`config.mk`:
```
export PLATFORM = sky130hd
export DESIGN_NAME = mul32_shift_add
export DESIGN_NICKNAME = d
export VERILOG_FILES = /design/src/rtl/mul_pkg.sv /design/src/rtl/carry_look_ahead.sv /design/src/rtl/mul32_shift_add.sv
export SDC_FILE = /design/constraint.sdc
export NUM_CORES = 1
export LEC_CHECK = 0
export ABC_CLOCK_PERIOD_IN_PS = 4100
export CAP_MARGIN = 20
export CORE_MARGIN = 2
export CORE_UTILIZATION = 50
export DETAILED_ROUTE_END_ITERATION = 10
export GPL_ROUTABILITY_DRIVEN = 1
export PLACE_DENSITY = 0.8
export SYNTH_ARGS = -nofsm -noshare
export SYNTH_HDL_FRONTEND = slang
export SYNTH_HIERARCHICAL = 1
export SYNTH_SLANG_ARGS = --single-unit
```
`constraint.sdc`:
```
create_clock -name clk -period 4.1 [get_ports clk]
set_clock_uncertainty 0.15 [all_clocks]
set_input_delay 1.23 -clock clk [delete_from_list [all_inputs] [get_ports clk]]
set_output_delay 1.23 -clock clk [all_outputs]
set_load 0.02 [all_outputs]
```
`src/rtl/mul_pkg.sv`:
```
// Shared definitions for the radix-2 shift-and-add multiplier.
// Holds the controller state encoding and the operand/product widths.
package mul_pkg;

  localparam int OP_W   = 32;
  localparam int PROD_W = 64;

  // Value of cnt during the final of the 32 iterations.
  localparam logic [4:0] ITER_LAST = 5'd31;

  typedef enum logic [1:0] {
    IDLE = 2'd0,
    RUN  = 2'd1,
    DONE = 2'd2
  } state_t;

endpackage

```
`src/rtl/carry_look_ahead.sv`:
```
// 32-bit block carry-lookahead adder: 4-bit lookahead groups with the
// group carries chained from the least-significant group upward.
module carry_look_ahead
  import mul_pkg::*;
(
  input  logic [OP_W-1:0] a,
  input  logic [OP_W-1:0] b,
  input  logic            c0,
  output logic [OP_W-1:0] sum,
  output logic            c32
);

  logic [OP_W-1:0] g;
  logic [OP_W-1:0] p;
  logic [OP_W:0]   c;

  always_comb begin
    // NOTE: every variable gets a value before any branch or loop so that
    // this block stays purely combinational and never infers a latch.
    g = a & b;
    p = a ^ b;
    c = '0;
    c[0] = c0;
    for (int grp = 0; grp < OP_W / 4; grp++) begin
      int base;
      base = 4 * grp;
      c[base+1] = g[base] | (p[base] & c[base]);
      c[base+2] = g[base+1] | (p[base+1] & g[base])
                | (p[base+1] & p[base] & c[base]);
      c[base+3] = g[base+2] | (p[base+2] & g[base+1])
                | (p[base+2] & p[base+1] & g[base])
                | (p[base+2] & p[base+1] & p[base] & c[base]);
      c[base+4] = g[base+3] | (p[base+3] & g[base+2])
                | (p[base+3] & p[base+2] & g[base+1])
                | (p[base+3] & p[base+2] & p[base+1] & g[base])
                | (p[base+3] & p[base+2] & p[base+1] & p[base] & c[base]);
    end
    sum = p ^ c[OP_W-1:0];
    c32 = c[OP_W];
  end

endmodule

```
`src/rtl/mul32_shift_add.sv`:
```
// Sequential 32x32 unsigned multiplier: one shift-and-add iteration per
// cycle through a shared carry-lookahead adder, 32 cycles per product.
module mul32_shift_add
  import mul_pkg::*;
(
  input  logic              clk,
  input  logic              rst_n,
  input  logic              in_valid,
  output logic              in_ready,
  input  logic [OP_W-1:0]   multiplicand,
  input  logic [OP_W-1:0]   multiplier,
  output logic              out_valid,
  input  logic              out_ready,
  output logic [PROD_W-1:0] product
);

  state_t          state;
  logic [OP_W-1:0] mcand;
  logic [OP_W-1:0] acc;
  logic [OP_W-1:0] mq;
  logic [4:0]      cnt;

  logic [OP_W-1:0] addend;
  logic [OP_W-1:0] sum;
  logic            c32;

  // The low multiplier bit selects whether this iteration adds mcand.
  assign addend = mq[0] ? mcand : '0;

  carry_look_ahead u_adder (
    .a   (acc),
    .b   (addend),
    .c0  (1'b0),
    .sum (sum),
    .c32 (c32)
  );

  // NOTE: state registers use non-blocking assignments so every register
  // samples pre-edge values and the update order inside the block is moot.
  always_ff @(posedge clk or negedge rst_n) begin
    if (!rst_n) begin
      state <= IDLE;
      mcand <= '0;
      acc   <= '0;
      mq    <= '0;
      cnt   <= '0;
    end else begin
      case (state)
        IDLE: begin
          if (in_valid) begin
            mcand <= multiplicand;
            mq    <= multiplier;
            acc   <= '0;
            cnt   <= '0;
            state <= RUN;
          end
        end
        RUN: begin
          // The adder carry becomes the new acc MSB; the sum LSB drops into mq.
          {acc, mq} <= {c32, sum, mq[OP_W-1:1]};
          cnt       <= cnt + 5'd1;
          if (cnt == ITER_LAST) begin
            state <= DONE;
          end
        end
        DONE: begin
          if (out_ready) begin
            state <= IDLE;
          end
        end
        default: state <= IDLE;
      endcase
    end
  end

  assign in_ready  = (state == IDLE);
  assign out_valid = (state == DONE);
  assign product   = {acc, mq};

endmodule

```
# [Word level (Yosys, flattened, before mapping)]
# Index checks and enable logic that the tools add are counted.
# Widths: inputs -> output; s select.
[op_classes] addsub=1 eq_ne=6 n_mux=11 n_bitwise=200 n_reduce_logical=5
[ops] op="$pmux 32 s2" n=2
[ops] op="$and 1x1->1" n=121
[ops] op="$mux 32" n=3
[ops] op="$or 1x1->1" n=76
[ops] op="$xor 32x32->32" n=2
[ops] op="$and 32x32->32" n=1
[ops] op="$pmux 5 s2" n=1
[ops] op="$mux 2" n=3
[ops] op="$pmux 2 s3" n=1
[ops] op="$add 5x1->5 const B" n=1
[ops] op="$eq 5x5->1 const B" n=1
[ops] op="$mux 5" n=1
[ops] op="$ne 2x2->1 const B" n=2
[ops] op="$reduce_and 2->1" n=2
[ops] op="$reduce_and 3->1" n=1
[ops] op="$eq 2x1->1 const B" n=1
[ops] op="$eq 2x2->1 const B" n=1
[ops] op="$logic_not 2->1" n=1
[ops] op="$ne 2x1->1 const B" n=1
[ops] op="$reduce_bool 2->1" n=1
[word_totals] register_bits=103 out_inout_bits=66 elab_cells=228

# [Depth between registers and ports, before layout]
# Gate-level depths: netlist of the first run.
[logic_depth] depth_word=22 depth_mapped=14 depth_no_buf=13

# [By module]
# Netlist of the first run, hierarchy kept.
[by_module_without_submodules] mod="mul32_shift_add" instances=1 cells_each=421 area_per_inst_um2=4464.3
[by_module_without_submodules] mod="carry_look_ahead" instances=1 cells_each=172 area_per_inst_um2=1378.8

# [Worst setup path after synthesis of the first run]
# No wires, ideal clock.
[synth_timing] path_type="reg-to-reg" startpoint="reg mq[0]" endpoint="reg acc[24]" setup_ns=0.135 t_arrival_ns=3.091 required_time_ns=3.815 setup_slack_ns=0.724 stages_incl_launch_ff=15 n_path_buf=1 synth_period_minus_slack_ns=3.376 cell_sequence="dfrtp_1 -> clkbuf_1 -> and2_1 -> ha_1 -> a21o_1 -> a21oi_1 -> a21oi_1 -> o21bai_1 -> a21o_1 -> a2111oi_4 -> or3_1 -> fa_1 -> xor2_1 -> nand2_1 -> o21ai_0"
[synth_via] elab_chain_len=20
[synth_rtl] element="start, declared" line="mul32_shift_add.sv:20" text="logic [OP_W-1:0] mq;"
[synth_rtl] element="start signal, assigned" line="mul32_shift_add.sv:52" text="mq <= multiplier;"
[synth_rtl] element="start signal, assigned" line="mul32_shift_add.sv:60" text="{acc, mq} <= {c32, sum, mq[OP_W-1:1]};"
[synth_rtl] element="$mux 32 (*)" line="mul32_shift_add.sv:28" text="assign addend = mq[0] ? mcand : '0;"
[synth_rtl] element="net addend[2]" line="mul32_shift_add.sv:23" text="logic [OP_W-1:0] addend;"
[synth_rtl] element="$and 32x32->32 / $xor 32x32->32 (equally long branches)" line="carry_look_ahead.sv:20, carry_look_ahead.sv:21"
[synth_rtl] element="$and 1x1->1 (on tied branches)" line="carry_look_ahead.sv:33, carry_look_ahead.sv:34, carry_look_ahead.sv:35"
[synth_rtl] element="$or 1x1->1 (tied with other cells)" line="carry_look_ahead.sv:33" text="c[base+4] = g[base+3] | (p[base+3] & g[base+2])"
[synth_rtl] element="$or 1x1->1 / $and 1x1->1 (equally long branches)" line="carry_look_ahead.sv:34, carry_look_ahead.sv:35"
[synth_rtl] element="$or 1x1->1 (*)" line="carry_look_ahead.sv:35" text="| (p[base+3] & p[base+2] & p[base+1] & g[base])"
[synth_rtl] element="$and 1x1->1 (*)" line="carry_look_ahead.sv:36" text="| (p[base+3] & p[base+2] & p[base+1] & p[base] & c[base]);"
[synth_rtl] element="(+6 left out)"
[synth_rtl] element="$or 1x1->1 (*)" line="carry_look_ahead.sv:36"
[synth_rtl] element="$and 1x1->1 (*)" line="carry_look_ahead.sv:36"
[synth_rtl] element="$or 1x1->1 (*)" line="carry_look_ahead.sv:36"
[synth_rtl] element="$and 1x1->1 (*)" line="carry_look_ahead.sv:27" text="c[base+1] = g[base] | (p[base] & c[base]);"
[synth_rtl] element="$or 1x1->1 (*)" line="carry_look_ahead.sv:27"
[synth_rtl] element="$xor 32x32->32 (*)" line="carry_look_ahead.sv:38" text="sum = p ^ c[OP_W-1:0];"
[synth_rtl] element="net sum[25]" line="mul32_shift_add.sv:24" text="logic [OP_W-1:0] sum;"
[synth_rtl] element="$pmux 32 s2 (*)" line="mul32_shift_add.sv:48" text="case (state)"
[synth_rtl] element="end signal, assigned" line="mul32_shift_add.sv:60"
[synth_rtl] element="end, declared" line="mul32_shift_add.sv:19" text="logic [OP_W-1:0] acc;"
# Mark *: on every way through the listed nets, which the timed path passes. The rest lies on a longest branch.
# A chain may end at the register's enable or synchronous reset.

# [Final worst setup path of the first run]
[layout_timing] startpoint="reg mq[0]" endpoint="reg acc[24]"
[layout_lines] element="$mux 32 (*)" line="mul32_shift_add.sv:28"
[layout_lines] element="net addend[17]" line="mul32_shift_add.sv:23"
[layout_lines] element="$and 32x32->32 / $xor 32x32->32 (equally long branches)" line="carry_look_ahead.sv:20, carry_look_ahead.sv:21"
[layout_lines] element="$and 1x1->1 (on tied branches)" line="carry_look_ahead.sv:34, carry_look_ahead.sv:35, carry_look_ahead.sv:36"
[layout_lines] element="$or 1x1->1 (tied with other cells)" line="carry_look_ahead.sv:34" text="| (p[base+3] & p[base+2] & g[base+1])"
[layout_lines] element="$or 1x1->1 / $and 1x1->1 (equally long branches)" line="carry_look_ahead.sv:35, carry_look_ahead.sv:36"
[layout_lines] element="$or 1x1->1 (*)" line="carry_look_ahead.sv:36"
[layout_lines] element="$and 1x1->1 (*)" line="carry_look_ahead.sv:36"
[layout_lines] element="$or 1x1->1 (*)" line="carry_look_ahead.sv:36"
[layout_lines] element="$and 1x1->1 (*)" line="carry_look_ahead.sv:27"
[layout_lines] element="$or 1x1->1 (*)" line="carry_look_ahead.sv:27"
[layout_lines] element="$xor 32x32->32 (*)" line="carry_look_ahead.sv:38"
[layout_lines] element="net sum[25]" line="mul32_shift_add.sv:24"
[layout_lines] element="$pmux 32 s2 (*)" line="mul32_shift_add.sv:48"
# Marks and branches as above.

==> summary.md, run 1 <==
| Metric | Value |
|---|---|
| Outcome | completed |
| Pwr dens | 843 nW/um^2 |
| Internal | 0.00368 W |
| Initial core utilization | 0.512 |
| Fin nets | 827 |
| H-tree depth | 3 |
| Synth Instances | 593 |
| First-pass GRT wire length | 23800 microns |
| Top cell type by total area after synthesis | dfrtp_1 |
| Routability cong. | 0.897 |
| Most frequent cell after synthesis | nand2_1 |
| Critical path data required time | 4150 ps |
| Vias per cell | 5.61 |
| Post-Syn Area | 5840 sq um |
| Worst path cell trace | buf_4 > and2_1 > ha_1 > a21oi_1 > o21ai_0 > nor3_1 > a2111oi_4 > or3_1 > fa_1 > xor2_1 > nand2_1 > o21ai_0 |
| Residual DRC | 0 |
| Number of fill cells | 945 |
| Final hold viol count | 0 |
| CP max-delay cell | dfrtp_1 |
| Setup TNS | 0 ps |
| Clock power share | 0.136 |
| Die area | 12600 sq um |
| WP buf/inv | 1 |
| Hold_sp | mcand[28] |
| DRT Pass-1 Iters | 7 |
| Switch Pwr | 0.00269 W |
| Max Clock Freq | 0.261 GHz |
| Peak fanout along the critical path | 18 |
| Commonest cells in the netlist | nand2_1 (117), dfrtp_1 (103), o21ai_0 (69) |
| Max cap viols | 0 |
| RSZ-0062 raised after global routing | false |
| Min-delay worst type | register to register |
| CTS max path bufs | 2 |
| Critical path arrival | 3870 ps |
| Cell variety after synth | 48 |
| Net Sw Frac | 0.422 |
| Number of synthesized flops with an enable pin | 0 |
| Combinational fraction of design power | 0.555 |
| Drt initial violations | 385 |
| CP dominant cell by count | o21ai_0 |
| Die Width | 112 microns |
| Power Total | 0.00637 W |
| Vias in the first global route | 4946 |
| Clk_lat worst skew | 340 ps |
| Synthesis Warnings | 6 |
| Area Overhead vs Synth | 29.4% |
| Top_reg_cell synth | dfrtp_1 |
| Area contributors post-synth | dfrtp_1 (44%), nand2_1 (7.5%), ha_1 (7.3%) |
| Core Footprint | 11400 sq um |
| Post-synthesis sequential area ratio | 0.441 |
| R2R setup slack | 270 ps |
| Yosys top cell area share | 0.441 |
| TritonCTS clock tree | yes |
| R2R Path Start | mq[0] |
| Mean post-synth cell area | 9.85 sq um |
| Cts bufs inserted | 9 |
| Total Routing Usage GR | 0.230 |
| Top-level port count | 134 |
| Number of diodes | 0 |
| Wire per inst | 16.4 microns |
| Slew headroom | 0.538 |
| Tcrit/Tclk final | 0.933 |
| Hold Path Sink | mcand[28] |
| Cell family with most CP delay | simple AND/OR/NAND/NOR gates |
| DP Wirelength | 10000 microns |
| Post-layout min period | 3830 ps |
| Critical Path Start Type | register |
| Hold_buf cts | 0 |
| Worst setup path class | register to register |
| Fin. max-slew vios | 0 |
| Antenna Nets Post-Route | 0 |
| Row cnt | 39 |
| Vias | 4851 |
| Slew @ Worst Pin | 694 ps |
| Proportion of layout cells with a drive suffix above 1 | 0.0970 |
| Ys async rst share | 1.00 |
| Seq pwr share | 0.309 |
| CTS Sinks | 103 |
| Clock root buffer | clkbuf_16 |
| # Post-CTS Setup Buffers | 0 |
| CP endpoint kind | register |
| Buffers on Ports | 133 |
| P_leak | 3.31 nW |
| Peak VDD IR | 0.390 mV |
| Hold depth | 1 |
| Cts repair resizes | 0 |
| Setup violators final | 0 |
| FF-to-FF End | acc[24] |
| Cell count of the worst reg-to-reg path | 12 |
| Post-Route WL | 14200 microns |
| Reg clk slew, reported paths | 70 ps |
| Largest net degree at the start of global routing | 66 |
| Initial antenna violation count | 0 |
| CP peak stage delay | 650 ps |
| GRT overflow | 0 |
| #FFs+latches synth | 103 |
| Die Ht | 112 microns |
==> layout by cell type, fill, tap and decap left out, types with 6 or more instances in the layout <==
cell type / n
clkdlybuf4s50_1: 132
nand2_1: 117
dfrtp_1: 103
o21ai_0: 69
ha_1: 34
and2_1: 32
mux2_2: 32
a22oi_1: 31
a21oi_1: 24
nor2_1: 17
xor2_1: 15
buf_4: 11
clkbuf_16: 9
a21o_1: 9
xnor2_1: 8
fa_1: 8
inv_1: 6
==> metal layers <==
layer | up-vias | wire (microns) | GRT usage
li1 | 2302 | - | -
met1 | 2374 | 6290 | 0.302
met2 | 157 | 6830 | 0.381
met3 | 18 | 911 | 0.0626
met4 | 0 | 194 | 0.0577
met5 | - | 0 | 0
==> cells by family after synthesis <==
logic type	share of synthesized area
AO/OA/AOI/OAI	0.165
multiplexers	0.0634
adder cells (fa/ha/maj)	0.100
AND/OR/NAND/NOR	0.158
other	0.000642
buffers and inverters	0.0377
flip-flops	0.441
XOR/XNOR	0.0345
==> state kept, by name (all words and copies together) (netlist names) <==
signal,flops
state,2
mq,32
mcand,32
acc,32
cnt,5
==> worst reg2reg max path, cell delays in order, from the launching register on <==
cell       delay, ps
dfrtp_1          650
buf_4            250
and2_1           140
ha_1             290
a21oi_1          260
o21ai_0          250
nor3_1           450
a2111oi_4        170
or3_1            400
fa_1             380
xor2_1           170
nand2_1           60
o21ai_0           80
==> power by group through the flow <==
| stage | sequential (W) | combinational [W] | clock, W |
|---|---|---|---|
| 2_1_floorplan | 0.00222 | 0.00204 | 0 |
| 6_report | 0.00197 | 0.00354 | 0.000865 |
| 3_5_place_dp | 0.00198 | 0.00350 | 0 |
| 4_1_cts | 0.00197 | 0.00354 | 0.000879 |
| 3_3_place_gp | 0.00196 | 0.00335 | 0 |
| 5_1_grt | 0.00204 | 0.00388 | 0.000939 |
==> through the flow <==
step	area [sq um]	setup WS, ps	hold slack [ps]	util	instances
2_1_floorplan	5850	724	323	-	594
3_3_place_gp	7260	606	336	0.636	849
3_5_place_dp	7260	456	340	0.636	849
4_1_cts	7560	377	358	0.662	865
5_1_grt	7560	113	373	0.662	865
6_report	7560	275	352	0.662	865
==> area by class of cell <==
cell class / instances / area, sq um / area share
clock buffers: 12 / 246 / 0.0326
clock inverters: 4 / 55.1 / 0.00728
inverters: 6 / 22.5 / 0.00298
multi-input cells: 453 / 3050 / 0.404
flip-flops and latches: 103 / 2580 / 0.341
well taps: 143 / 179 / 0.0237
repair buffers: 144 / 1420 / 0.188
==> how the worst max path moves through the flow <==
stage / start / cells past startpoint / slack, ps / end
6_report: mq[0] / 12 / 270 / acc[24]
5_1_grt: mq[0] / 12 / 110 / acc[24]
2_1_floorplan: mq[0] / 14 / 720 / acc[24]
3_5_place_dp: mq[0] / 12 / 460 / acc[24]
3_3_place_gp: mq[0] / 13 / 610 / acc[24]
4_1_cts: mq[0] / 12 / 380 / acc[24]
Power figures use the tool's default switching activity.
==> run 2: changes to the inputs <==
- CORE_MARGIN: 2 -> unset
==> summary.md, run 2 (synthesized netlist as in run 1, its figures left out) <==
| Metric | Value |
|---|---|
| Outcome | completed |
| Switch Pwr | 0.00266 W (-0.97%) |
| Antenna Nets Post-Route | 0 (unchanged) |
| Fin. max-slew vios | 0 (unchanged) |
| Peak VDD IR | 0.440 mV (+13%) |
| Post-route cell area | 7570 sq um (+0.17%) |
| Vias in the first global route | 4711 (-4.8%) |
| Area after DPL | 7250 sq um (-0.10%) |
| Cts repair resizes | 0 (unchanged) |
| GRT overflow | 0 (unchanged) |
| H-tree depth | 3 (unchanged) |
| Die Ht | 110 microns (-1.8%) |
| Post-layout min period | 3710 ps (-110 ps) |
| CP endpoint kind | register |
| Setup TNS | 0 ps (unchanged) |
| Worst setup path class | register to register |
| Biggest regs | acc (32), mcand (32), mq (32) |
| Commonest non-fill, non-tap cell in the layout | clkdlybuf4s50_1 |
| Clock power share | 0.145 (+0.009) |
| Post-Route WL | 13700 microns (-3.8%) |
| Core Footprint | 11400 sq um (unchanged) |
| Buffers on Ports | 133 (unchanged) |
| Register area | 2580 sq um (unchanged) |
| First-pass GRT wire length | 22200 microns (-6.7%) |
| Die Width | 110 microns (-1.8%) |
| Pwr dens | 843 nW/um^2 (about the same) |
| Commonest non-fill, non-tap cells in the layout | clkdlybuf4s50_1 (132), nand2_1 (117), dfrtp_1 (103), o21ai_0 (69), ha_1 (34) |
| R2R Path Start | mq[0] |
| Fin nets | 826 (-0.12%) |
| Count of non-filler cells in the finished layout | 864 (-0.12%) |
| Critical Path Start Type | register |
| Routability cong. | 0.833 (-7.1%) |
| Cts bufs inserted | 9 (unchanged) |
| Proportion of layout cells with a drive suffix above 1 | 0.0985 (+0.00152) |
| Setup violators final | 0 (unchanged) |
| Initial core utilization | 0.512 (unchanged) |
| Peak fanout along the critical path | 20 (+2) |
| Seq pwr share | 0.312 (+0.003) |
| Vias | 4795 (-1.2%) |
| Slew headroom | 0.459 (-0.0785) |
| CTS max path bufs | 2 (unchanged) |
| Largest net degree at the start of global routing | 68 (+3.0%) |
| CP peak stage delay | 700 ps (+50 ps) |
| Slew @ Worst Pin | 812 ps (+118 ps) |
| CTS Sinks | 103 (unchanged) |
| DP Wirelength | 9630 microns (-3.9%) |
| Hold_sp | mcand[31] |
| Tcrit/Tclk final | 0.906 (-0.0269) |
| Min-delay worst type | register to register |
| Critical path data required time | 4170 ps (+20 ps) |
| Number of diodes | 0 (unchanged) |
| Core Util, Final | 0.663 (+0.00110) |
| Final hold viol count | 0 (unchanged) |
| Row cnt | 39 (unchanged) |
| Max Clock Freq | 0.269 GHz (+3.0%) |
| DRT Pass-1 Iters | 5 (-2) |
| Critical path arrival | 3780 ps (-90 ps) |
| Internal | 0.00372 W (+1.0%) |
| Clock root buffer | clkbuf_16 |
| Crit path launch | mq[0] |
| Area Overhead vs Synth | 29.6% |
| Total Routing Usage GR | 0.236 (+0.00585) |
| Die area | 12100 sq um (-3.5%) |
| Initial antenna violation count | 0 (unchanged) |
| TritonCTS clock tree | yes |
| Clk_lat worst skew | 350 ps (about the same) |
| Number of fill cells | 885 (-6.3%) |
| Combinational fraction of design power | 0.543 (-0.012) |
| Reg clk slew, reported paths | 70 ps (about the same) |
| Worst path cell trace | and2_1 > ha_1 > a21o_1 > a21oi_1 > a21oi_1 > o21bai_1 > a21o_1 > a2111oi_4 > or3_1 > fa_1 > xor2_1 > nand2_1 > o21ai_0 |
| # Post-CTS Setup Buffers | 0 (unchanged) |
| Cell family with most CP delay | compound AO/OA/AOI/OAI gates |
| Vias per cell | 5.55 (-1.0%) |
| Hold_buf cts | 0 (unchanged) |
| WP buf/inv | 0 (-1) |
| CP max-delay cell | dfrtp_1 |
| Top-level port count | 134 (unchanged) |
| Wire per inst | 15.8 microns (-3.7%) |
| RSZ-0062 raised after global routing | false |
| Max cap viols | 0 (unchanged) |
| P_leak | 3.31 nW (+0.29%) |
| Power Total | 0.00638 W (+0.20%) |
| Net Sw Frac | 0.417 (-0.00490) |
| Cell count after placement | 848 (-0.12%) |
| Drt initial violations | 292 (-24%) |
| Multi-input logic area | 3050 sq um (unchanged) |
| Residual DRC | 0 (unchanged) |
[run 2: cell count changes in the layout (fill, tap and decap cells not counted), sizes merged]
cell	previous run	this run
buf	12	11
bufinv	1	2
clkbuf	12	9
clkinv	2	4
clkinvlp	1	0
inv	6	7
[run 2: path summary, 6_finish.rpt]
check	to	slack [ps]	depth (start not counted)
max in group asynchronous	mq[18]	2260	2
min in group asynchronous	mq[7]	730	1
max reg2reg	acc[24]	390	13
min reg2reg	mcand[31]	350	1
min	mcand[31]	350	1
max	acc[24]	390	13
[run 2: area by class of cell]
| class | instances | share of cell area |
|---|---|---|
| well taps | 143 | 0.0236 |
| clock inverters | 7 | 0.0127 |
| flip-flops and latches | 103 | 0.340 |
| repair buffers | 143 | 0.187 |
| clock buffers | 9 | 0.0297 |
| inverters | 6 | 0.00297 |
| multi-input cells | 453 | 0.403 |
[run 2: routing by layer]
metal  track usage  share of wire
met5             0              0
met4        0.0818          0.014
met3        0.0353          0.056
met2         0.403           0.49
met1         0.305           0.44
[run 2: metrics by stage]
step                      setup WS, ps  hold slack (ps)
after floorplan                    724              323
after global placement             602              336
after detailed placement           463              339
after CTS                          392              356
after global routing               126              373
final                              385              351
[run 2: power groups by stage]
| stage | Clock, W | Combinational [W] | Sequential, W |
|---|---|---|---|
| after floorplan | 0 | 0.00204 | 0.00222 |
| after global placement | 0 | 0.00333 | 0.00199 |
| after detailed placement | 0 | 0.00345 | 0.00201 |
| after CTS | 0.000938 | 0.00348 | 0.00199 |
| after global routing | 0.000984 | 0.00385 | 0.00206 |
| final | 0.000927 | 0.00347 | 0.00199 |
==> run 3: changes to the inputs <==
- CORE_UTILIZATION: 50 -> 51
- PLACE_DENSITY: 0.8 -> 0.81
==> summary.md, run 3 (synthesized netlist as in run 1, its figures left out) <==
| Metric | Value |
|---|---|
| Largest net degree at the start of global routing | 57 (-16%) |
| Post-layout min period | 3850 ps (+134 ps) |
| Die Width | 109 microns (-0.97%) |
| Drt initial violations | 338 (+16%) |
| TritonCTS clock tree | yes |
| Seq pwr share | 0.305 (-0.007) |
| Min-delay worst type | register to register |
| Fin. max-slew vios | 0 (unchanged) |
| Combinational fraction of design power | 0.540 (-0.003) |
| CTS max path bufs | 2 (unchanged) |
| First-pass GRT wire length | 22500 microns (+1.5%) |
| P_leak | 3.33 nW (+0.35%) |
| Routability cong. | 0.873 (+4.8%) |
| Total Routing Usage GR | 0.243 (+0.00748) |
| DP Wirelength | 9480 microns (-1.6%) |
| Initial core utilization | 0.532 (+0.0203) |
| CP max-delay cell | dfrtp_1 |
| Proportion of layout cells with a drive suffix above 1 | 0.0985 (unchanged) |
| Max cap viols | 0 (unchanged) |
| Slew @ Worst Pin | 761 ps (-51.0 ps) |
| CP endpoint kind | register |
| Outcome | completed |
| Die Ht | 109 microns (-0.97%) |
| DRT Pass-1 Iters | 5 (unchanged) |
| Switch Pwr | 0.00265 W (-0.28%) |
| Peak VDD IR | 0.406 mV (-7.8%) |
| Antenna Nets Post-Route | 0 (unchanged) |
| Reg clk slew, reported paths | 70 ps (about the same) |
| Worst setup path class | register to register |
| Area after DPL | 7250 sq um (about the same) |
| R2R setup slack | 250 ps (-130 ps) |
| Commonest non-fill, non-tap cell in the layout | clkdlybuf4s50_1 |
| Core Util, Final | 0.692 (+0.0289) |
| Top-level port count | 134 (unchanged) |
| Hold_sp | mcand[31] |
| Vias in the first global route | 4810 (+2.1%) |
| Worst path cell trace | and2_1 > ha_1 > a21o_1 > a21oi_1 > a21oi_1 > o21bai_1 > a21o_1 > a2111oi_4 > or3_1 > fa_1 > xor2_1 > nand2_1 > o21ai_0 |
| Row cnt | 38 (-2.6%) |
| # Post-CTS Setup Buffers | 0 (unchanged) |
| Slew headroom | 0.493 (+0.0340) |
| Commonest non-fill, non-tap cells in the layout | clkdlybuf4s50_1 (132), nand2_1 (117), dfrtp_1 (103), o21ai_0 (69), ha_1 (34) |
| Post-route cell area | 7600 sq um (+0.38%) |
| Clock power share | 0.155 (+0.010) |
| Net Sw Frac | 0.411 (-0.00571) |
| Area Overhead vs Synth | 30.1% |
| Internal | 0.00380 W (+2.1%) |
| H-tree depth | 3 (unchanged) |
| RSZ-0062 raised after global routing | false |
| Die area | 11900 sq um (-1.9%) |
| Critical path data required time | 4150 ps (-20 ps) |
| Final hold viol count | 0 (unchanged) |
| Tcrit/Tclk final | 0.939 (+0.0328) |
| Wire per inst | 15.9 microns (+0.49%) |
| WHS | 350 ps (-1.32 ps) |
| Clock root buffer | clkbuf_16 |
| Biggest regs | acc (32), mcand (32), mq (32) |
| Setup TNS | 0 ps (unchanged) |
| Clk_lat worst skew | 350 ps (about the same) |
| CP peak stage delay | 740 ps (+40 ps) |
| Number of diodes | 0 (unchanged) |
| Max Clock Freq | 0.260 GHz (-3.5%) |
| Core Footprint | 11000 sq um (-3.8%) |
| Critical path arrival | 3900 ps (+120 ps) |
| Pwr dens | 849 nW/um^2 (+0.72%) |
| Post-Route WL | 13700 microns (+0.14%) |
| Buffers on Ports | 133 (unchanged) |
| Crit path launch | mq[0] |
| Fin nets | 826 (unchanged) |
| Residual DRC | 0 (unchanged) |
| R2R Path Start | mq[0] |
| Hold_buf cts | 0 (unchanged) |
| Initial antenna violation count | 0 (unchanged) |
| Cts repair resizes | 0 (unchanged) |
| Cts bufs inserted | 9 (unchanged) |
| Critical Path Start Type | register |
| Peak fanout along the critical path | 21 (+5.0%) |
| Vias per cell | 5.66 (+2.1%) |
| GRT overflow | 0 (unchanged) |
| CTS Sinks | 103 (unchanged) |
| Vias | 4877 (+1.7%) |
| Setup violators final | 0 (unchanged) |
-- run 3: cell count changes in the layout (fill, tap and decap cells not counted) --
| cell | previous run | this run |
|---|---|---|
| clkinv_2 | 2 | 0 |
| bufinv_16 | 2 | 3 |
| clkbuf_8 | 0 | 1 |
| clkinv_4 | 2 | 1 |
| clkinvlp_4 | 0 | 1 |
-- run 3: stage by stage --
stage / worst slack (ps) / total power (W) / cells
4_1_cts: 291 / 0.00649 / 861
3_5_place_dp: 424 / 0.00544 / 845
6_report: 251 / 0.00646 / 861
2_1_floorplan: 724 / 0.00426 / 594
5_1_grt: 45.1 / 0.00698 / 861
3_3_place_gp: 559 / 0.00528 / 845
-- run 3: critical path, delay by kind of cell (launching register included) --
kind | cells | cell delay (ps)
AO/OA/AOI/OAI | 7 | 1310
XOR/XNOR | 1 | 170
adder cells (fa/ha/maj) | 2 | 660
AND/OR/NAND/NOR | 3 | 670
flip-flops | 1 | 740
-- run 3: power groups by stage --
stage                     logic (W)  clock network, W  registers, W
final                       0.00348           0.00100       0.00197
after global routing        0.00388           0.00106       0.00204
after CTS                   0.00350           0.00102       0.00197
after detailed placement    0.00345                 0       0.00199
after global placement      0.00332                 0       0.00196
after floorplan             0.00204                 0       0.00222
-- run 3: worst paths after layout --
kind | end | depth (start not counted)
worst max-delay path | acc[24] | 13
worst min-delay path | mcand[31] | 1
worst max register to register | acc[24] | 13
worst min register to register | mcand[31] | 1
max in group asynchronous | mcand[23] | 2
min in group asynchronous | mq[24] | 1
-- run 3: layout make-up --
type / instances / area (sq um)
multi-input combinational: 453 / 3050
clock inverter: 6 / 115
tap: 140 / 175
clock buffer: 10 / 239
timing repair buffer: 143 / 1420
sequential: 103 / 2580
inverter: 6 / 22.5
fill: 855 / 3380
-- run 3: layer usage --
layer	wire length, microns	GRT usage	up-vias
li1	-	-	2314
met1	5940	0.306	2394
met2	6740	0.417	144
met3	746	0.0341	25
met4	280	0.104	0
met5	0	0	-
